File: config.mk
export PLATFORM = sky130hd
export DESIGN_NAME = game_collision_tracker
export DESIGN_NICKNAME = d
export VERILOG_FILES = /design/src/rtl/game_collision_tracker.sv
export SDC_FILE = /design/constraint.sdc
export NUM_CORES = 1
export LEC_CHECK = 0
export ABC_CLOCK_PERIOD_IN_PS = 7800
export CAP_MARGIN = 10
export CORE_MARGIN = 8
export CORE_UTILIZATION = 50
export CTS_BUF_LIST = sky130_fd_sc_hd__clkbuf_4
export CTS_CLUSTER_DIAMETER = 30
export DETAILED_ROUTE_END_ITERATION = 16
export PLACE_DENSITY_LB_ADDON = 0.05
export SLEW_MARGIN = 20
export SYNTH_ARGS = -nofsm -noshare
export SYNTH_HDL_FRONTEND = slang
export SYNTH_SLANG_ARGS = --single-unit
export TNS_END_PERCENT = 30
File: constraint.sdc
create_clock -name clk -period 7.8 [get_ports clk]
set_input_delay 1.17 -clock clk [delete_from_list [all_inputs] [get_ports clk]]
set_output_delay 1.17 -clock clk [all_outputs]
set_load 0.02 [all_outputs]
File: src/rtl/game_collision_tracker.sv
// rtl/game_collision_tracker.sv - per-pixel collision detection, per-frame events, death FSM, lives and score
module game_collision_tracker #(
    parameter int NUM_GOLD     = 4,
    parameter int NUM_ALIEN    = 3,
    parameter int GOLD_STATE_W = 4,
    parameter int GOLD_FALLING = 1,
    parameter int GOLD_COLLECT = 2,
    parameter int LIVES_INIT   = 3,
    parameter int LIVES_W      = 3,
    parameter int SCORE_W      = 16,
    parameter int GOLD_POINTS  = 500,
    parameter int ALIEN_POINTS = 250,
    parameter int DEATH_FRAMES = 60
) (
    input  logic                             clk,
    input  logic                             resetN,
    input  logic                             startOfFrame,
    input  logic                             drawing_request_terrain,
    input  logic                             drawing_request_player,
    input  logic                             shot_dr,
    input  logic [NUM_ALIEN-1:0]             alien_dr,
    input  logic [NUM_GOLD-1:0]              gold_dr,
    input  logic [NUM_GOLD*GOLD_STATE_W-1:0] gold_state,
    input  logic                             player_awake,
    output logic                             collision_player_terrain,
    output logic                             colision_fire,
    output logic [NUM_GOLD-1:0]              collision_gold,
    output logic [NUM_GOLD-1:0]              player_eat_gold,
    output logic [NUM_ALIEN-1:0]             alien_died,
    output logic                             player_died,
    output logic                             player_dying,
    output logic                             game_over,
    output logic [LIVES_W-1:0]               lives,
    output logic [SCORE_W-1:0]               score
);

    localparam int SUM_W = SCORE_W + 8;
    localparam int CNT_W = $clog2(DEATH_FRAMES + 1);

    typedef enum logic [1:0] {
        S_ALIVE = 2'd0,
        S_DYING = 2'd1,
        S_OVER  = 2'd2
    } state_t;

    state_t state;

    logic [NUM_GOLD-1:0]  eat_hit, crush, eat_f, eat_ev;
    logic [NUM_ALIEN-1:0] alien_hit, kill_f, kill_ev;
    logic                 any_crush, any_alien, death_hit, death_f, death_ev;
    logic [CNT_W-1:0]     death_cnt;
    logic [SUM_W-1:0]     score_sum;
    logic [SCORE_W-1:0]   score_next;

    always_comb begin
        eat_hit = '0;
        crush   = '0;
        for (int i = 0; i < NUM_GOLD; i++) begin
            eat_hit[i] = gold_dr[i] & drawing_request_player &
                         (gold_state[i*GOLD_STATE_W +: GOLD_STATE_W] == GOLD_STATE_W'(GOLD_COLLECT));
            crush[i]   = gold_dr[i] &
                         (gold_state[i*GOLD_STATE_W +: GOLD_STATE_W] == GOLD_STATE_W'(GOLD_FALLING));
        end
    end

    assign any_crush = |crush;
    assign any_alien = |alien_dr;
    assign alien_hit = alien_dr & {NUM_ALIEN{shot_dr | any_crush}};
    assign death_hit = drawing_request_player & player_awake & (any_alien | any_crush);

    // Same-cycle hits on the commit cycle still belong to the frame that is ending.
    assign eat_ev   = eat_f | eat_hit;
    assign kill_ev  = kill_f | alien_hit;
    assign death_ev = death_f | (death_hit & (state == S_ALIVE));

    always_comb begin
        score_sum = SUM_W'(score);
        for (int i = 0; i < NUM_GOLD; i++)
            if (eat_ev[i]) score_sum = score_sum + SUM_W'(GOLD_POINTS);
        for (int j = 0; j < NUM_ALIEN; j++)
            if (kill_ev[j]) score_sum = score_sum + SUM_W'(ALIEN_POINTS);
        score_next = (score_sum > SUM_W'({SCORE_W{1'b1}})) ? '1 : score_sum[SCORE_W-1:0];
    end

    always_ff @(posedge clk) begin
        if (resetN) begin
            state                    <= S_ALIVE;
            eat_f                    <= '0;
            kill_f                   <= '0;
            death_f                  <= 1'b0;
            death_cnt                <= '0;
            collision_player_terrain <= 1'b0;
            colision_fire            <= 1'b0;
            collision_gold           <= '0;
            player_eat_gold          <= '0;
            alien_died               <= '0;
            player_died              <= 1'b0;
            player_dying             <= 1'b0;
            game_over                <= 1'b0;
            lives                    <= LIVES_W'(LIVES_INIT);
            score                    <= '0;
        end else begin
            collision_player_terrain <= drawing_request_player & drawing_request_terrain;
            colision_fire            <= shot_dr & (drawing_request_terrain | any_alien);
            collision_gold           <= gold_dr & {NUM_GOLD{drawing_request_player | any_alien}};
            player_eat_gold          <= '0;
            alien_died               <= '0;
            player_died              <= 1'b0;

            if (startOfFrame) begin
                eat_f   <= '0;
                kill_f  <= '0;
                death_f <= 1'b0;
                if (state != S_OVER) begin
                    player_eat_gold <= eat_ev;
                    alien_died      <= kill_ev;
                    score           <= score_next;
                end
                case (state)
                    S_ALIVE: begin
                        if (death_ev) begin
                            player_died <= 1'b1;
                            if (lives > LIVES_W'(1)) begin
                                lives        <= lives - LIVES_W'(1);
                                death_cnt    <= CNT_W'(DEATH_FRAMES);
                                state        <= S_DYING;
                                player_dying <= 1'b1;
                            end else begin
                                lives     <= '0;
                                state     <= S_OVER;
                                game_over <= 1'b1;
                            end
                        end
                    end
                    S_DYING: begin
                        death_cnt <= death_cnt - CNT_W'(1);
                        if (death_cnt == CNT_W'(1)) begin
                            state        <= S_ALIVE;
                            player_dying <= 1'b0;
                        end
                    end
                    default: ;
                endcase
            end else begin
                eat_f  <= eat_f | eat_hit;
                kill_f <= kill_f | alien_hit;
                if (state == S_ALIVE)
                    death_f <= death_f | death_hit;
            end
        end
    end

endmodule

; ---- Yosys cells after proc, flatten, opt, wreduce, memory -nomap -nowiden
; Index checks and enable logic that the tools add are counted.
[op_classes]
n_reduce_logical = 13
mux = 21
eq_ne = 14
magnitude_cmp = 2
bitwise_logic = 31
addsub = 9
[op_table]
columns = operator, n
row1 = $mux W24, 6
row2 = $add A24 B8 Y24 const B, 3
row3 = $add A24 B9 Y24 const B, 3
row4 = $gt A24 B16 Y1 const B, 1
row5 = $add A16 B9 Y17 const B, 1
row6 = $and A1 B1 Y1, 17
row7 = $mux W17, 1
row8 = $eq A4 B1 Y1 const B, 4
row9 = $eq A4 B2 Y1 const B, 4
row10 = $mux W16, 1
row11 = $mux W6, 2
row12 = $pmux W6 S2, 1
row13 = $reduce_and A4 Y1, 3
row14 = $reduce_or A3 Y1, 3
row15 = $eq A6 B1 Y1 const B, 1
row16 = $mux W2, 3
row17 = $ne A2 B2 Y1 const B, 3
row18 = $or A1 B1 Y1, 6
row19 = $sub A6 B1 Y6 const B, 1
row20 = $reduce_and A5 Y1, 1
row21 = $and A4 B4 Y4, 1
row22 = $mux W1, 4
row23 = $not A1 Y1, 4
row24 = $or A4 B4 Y4, 1
row25 = 15 further kinds, 15
[word_totals]
out_inout_bits = 35
ff_bits = 51
input_bits = 30
elab_cells = 105

; ---- Logic depth before layout (Yosys ltp)
[logic_depth]
word_depth = 18
depth_mapped = 26

; ---- Worst setup path before layout
; OpenSTA, ideal clock, no wires.
[synth_timing]
path_kind = in2reg
startpoint = in gold_state[3]
endpoint = reg score[15]
setup_time_ps = 88
n_path_buf = 2
arrival_time_ps = 6712
path_slack_ps = 1000
path_stages = 24
cell_sequence = or3b_1 -> buf_6 -> o41ai_1 -> or2_2 -> ha_1 -> inv_1 -> o21ai_0 -> ha_1 -> nor4bb_1 -> a22o_1 -> buf_1 -> xor2_1 -> nor4_1 -> xor2_1 -> or4_4 -> nor3_4 -> nor3_2 -> or3_1 -> or4_1 -> a31oi_1 -> xor2_1 -> nor3_2 -> xnor2_1 -> a311oi_2
[synth_via]
elab_chain_cells = 18
[synth_rtl]
columns = element, line_no
row1 = from (decl), 23  ; input logic [NUM_GOLD*GOLD_STATE_W-1:0] gold_state,
row2 = $eq A4 B2 Y1, 60  ; (gold_state[i*GOLD_STATE_W +: GOLD_STATE_W] == GOLD_STATE_W'(GOLD_COLLECT));
row3 = $and A1 B1 Y1, 59  ; eat_hit[i] = gold_dr[i] & drawing_request_player &
row4 = $or A4 B4 Y4, 72  ; assign eat_ev = eat_f | eat_hit;
row5 = $mux W17, 79  ; if (eat_ev[i]) score_sum = score_sum + SUM_W'(GOLD_POINTS);
row6 = $add A24 B9 Y24, 79
row7 = $mux W24, 79
row8 = $add A24 B9 Y24, 79
row9 = $mux W24, 79
row10 = [... 2 more ...], --
row11 = $add A24 B8 Y24, 81  ; if (kill_ev[j]) score_sum = score_sum + SUM_W'(ALIEN_POINTS);
row12 = $mux W24, 81
row13 = $add A24 B8 Y24, 81
row14 = $mux W24, 81
row15 = $add A24 B8 Y24, 81
row16 = $mux W24 (*), 81
row17 = $gt A24 B16 Y1, 82  ; score_next = (score_sum > SUM_W'({SCORE_W{1'b1}})) ? '1 : score_sum[SCORE_W-1:0];
row18 = $mux W16 (*), 82
row19 = to (signal assigned), 117  ; score <= score_next;
row20 = to (decl), 34  ; output logic [SCORE_W-1:0] score
; Every way passes the cells marked *; elsewhere a longest branch is shown, timed or not.
; A chain may end at the register's enable or synchronous reset.

; ---- Worst setup path in the final report
[layout_timing]
startpoint = in gold_dr[0]
endpoint = reg score[2]
[layout_via]
elab_chain_cells = 18
[layout_rtl]
columns = element, line_no
row1 = from (decl), 22  ; input logic [NUM_GOLD-1:0] gold_dr,
row2 = $and A1 B1 Y1 (2 in a row), 59
row3 = $or A4 B4 Y4, 72
row4 = $mux W17, 79
row5 = $add A24 B9 Y24, 79
row6 = $mux W24, 79
row7 = $add A24 B9 Y24, 79
row8 = $mux W24, 79
row9 = $add A24 B9 Y24, 79
row10 = $mux W24, 79
row11 = $add A24 B8 Y24, 81
row12 = $mux W24, 81
row13 = $add A24 B8 Y24, 81
row14 = $mux W24, 81
row15 = $add A24 B8 Y24, 81
row16 = $mux W24 (*), 81
row17 = $gt A24 B16 Y1, 82
row18 = $mux W16 (*), 82
; Marks and branches as above.

==> metrics <==
Fin. Hold Viols=0; Post-Syn Area=5440 µm²; Post-CTS Resized=0; outcome=finished, final reports clean; largest family of logic cells by synthesized area=simple AND/OR/NAND/NOR gates; crit path launch=gold_dr[0]; Seq. cell area=1020 µm²; die area=14500 µm²; Setup CP Type=in2reg; vias in the first global route=5135; worst slew pin tran=0.934 ns; EDFF count, synth=0; uppermost layer routed=met4; Worst setup EP type=flop; fin crit share=0.937; Initial Util=0.507; Synth Area in Adders=0.0271; num rows=38; Compound-Gate Fraction of Synth Area=0.280; drt drc=0; relative slew slack=0.378; cells after synthesis=683; syn nets=724; Congestion Overflow GR=0; number of fill cells in the layout=1057; first-pass GRT wire length=25.8 mm; Die Ht=120 µm; Layout Cells excl Fill=872; postcts setup bufs=0; Seq/Total Area, Yosys=0.188; Power Density=191 nW/µm²; Req. time, crit path=8.11 ns; clock buffer depth=2; Via density=6.25; Final Wtd Congestion=0.979; First DRT Iteration DRCs=513; cts bufs inserted=5; Setup-failing EPs final=0; Sink Count=51; Antenna Nets Post-Route=0; worst setup margin=0.492 ns; most frequent cells in the layout=nor2_1 (74), clkdlybuf4s50_1 (64), xnor2_1 (55); routed len/inst=18.1 µm; DRT Pass-1 Iters=6; Fin Clk Skew=0.0197 ns; largest net degree at the start of global routing=35; Routed WL=15.8 mm; cts hold-fix bufs=0; fraction of layout instances using a drive strength above 1=0.0984; Synth-to-Final Area Change=14.0%; multi-input logic area=4180 µm²; Fmax=0.137 GHz; core footprint=10700 µm²; min-delay src=player_dying; max-cap violations=0; Post-synth top flop=dfxtp_1; flops & latches, synth=51; total track usage=0.213; Reg clk slew, reported paths=0.17 ns; htree depth=2; antenna fix cells=0; dpl cells=864; worst vdd ir=0.116 mV; worst hold path type=reg2reg; leak pwr=0.00215 µW; post-synthesis mux area share=0.00575; post-route setup TNS=0 ns; xor/xnor share of the synthesized area=0.171; # IOs=65; Setup WS pre-CTS=-0.0667 ns; FF-to-FF Start=score[2]; RSZ-0062 raised after global routing=no; Finished Core Util=0.578; critical path fanouts, max=15; commonest non-fill, non-tap cell in the layout=nor2_1; async set-reset flop share out of synthesis=0; WP data arrival=7.62 ns; wire length on met2=7.46 mm; initial antenna violation count=0; Chip Width=120 µm; Avg Cell Area, Syn=7.97 µm²; minimum clock period=7.31 ns; library cells used by synthesis=99; met3 wire len=902 µm; final net count=772; Simple-Gate Fraction of Synth Area=0.282; final-report max-slew violation count=0; Post-Route M1 WL=7.21 mm; Detailed Place HPWL=12.4 mm; CP startpoint kind=primary input; total number of vias=5451; Warnings, synthesis=0; Clock Latency Late Sink=0.39 ns; Root Driver=clkbuf_4; I/O Buffers=64; CTS tree=built
## per-layer routing
layer	GRT usage	vias to the layer above
met5	0	-
li1	-	2640
met2	0.356	192
met1	0.282	2604
met3	0.0256	15
met4	0.0625	0
## final timing paths
path	to	slack, ns	cells after the start
setup / recovery	score[2]	0.49	19
hold / removal	player_dying	0.49	1
setup reg to reg	score[2]	1.23	19
hold reg to reg	player_dying	0.49	1
## Yosys cell counts, types with 8 or more instances
cell type	number	area share
nor2_1	74	0.051
xnor2_1	55	0.088
dfxtp_1	51	0.19
nand2_1	42	0.029
a21oi_1	36	0.033
o21ai_0	29	0.027
xor2_1	24	0.039
nand3_1	21	0.019
nor3_1	21	0.019
inv_1	19	0.013
clkbuf_1	17	0.012
and2_1	14	0.016
or3_1	14	0.016
nor4_1	13	0.015
nand2b_1	12	0.014
a31oi_1	11	0.013
ha_1	11	0.025
o211ai_1	9	0.012
a311oi_2	8	0.022
nor2b_1	8	0.0092
## flip-flops by register name, indices dropped and copies added (netlist names), 2 cells and up
name and flops:
score 16, death_cnt 6, collision_gold 4, eat_f 4, player_eat_gold 4, alien_died 3, kill_f 3, lives 3
state 2
## cells by family after synthesis
| kind of cell | count (synthesis) |
|---|---|
| muxes | 3 |
| DFF | 51 |
| buffers and inverters | 49 |
| and+or+nand+nor | 282 |
| xor gates and xnor gates | 90 |
| adders and majority gates | 12 |
| AOI/OAI and AO/OA | 196 |
## through the flow
stage | total power (µW) | area (µm²) | hold slack [ns]
2_1_floorplan | 865 | 5440 | 0.474
3_3_place_gp | 1030 | 6140 | 0.451
3_5_place_dp | 1050 | 6140 | 0.461
4_1_cts | 1180 | 6200 | 0.500
5_1_grt | 1270 | 6210 | 0.509
6_report | 1190 | 6210 | 0.492
## final cells by class
cell class | count | share of cell area
multi-input cells | 583 | 0.674
flip-flops and latches | 51 | 0.164
repair buffers | 71 | 0.112
well taps | 140 | 0.0282
inverters | 19 | 0.0115
clock buffers | 5 | 0.00605
clock inverters | 3 | 0.00403
## worst max-delay path: stages
cell and delay, ns:
clkdlybuf4s50_1 0.50, or3b_1 0.49, o41ai_1 0.44, or2_2 0.20
ha_1 0.19, nor2b_1 0.06, a32o_1 0.37, xor3_4 0.54
a2111oi_0 0.68, a21oi_1 0.28, or3_1 0.39, mux2i_1 0.32
o41ai_1 0.22, nor4_1 0.50, xnor2_1 0.14, or4b_1 0.51
nand2_1 0.13, o21bai_4 0.18, a311oi_1 0.30
## power breakdown
group,total (µW),switching (µW),internal (µW)
Combinational,723,426,296
Clock,133,95.6,37.6
Sequential,332,47.5,284
Total,1190,570,618
No activity file was read; power rests on OpenSTA's default activity.
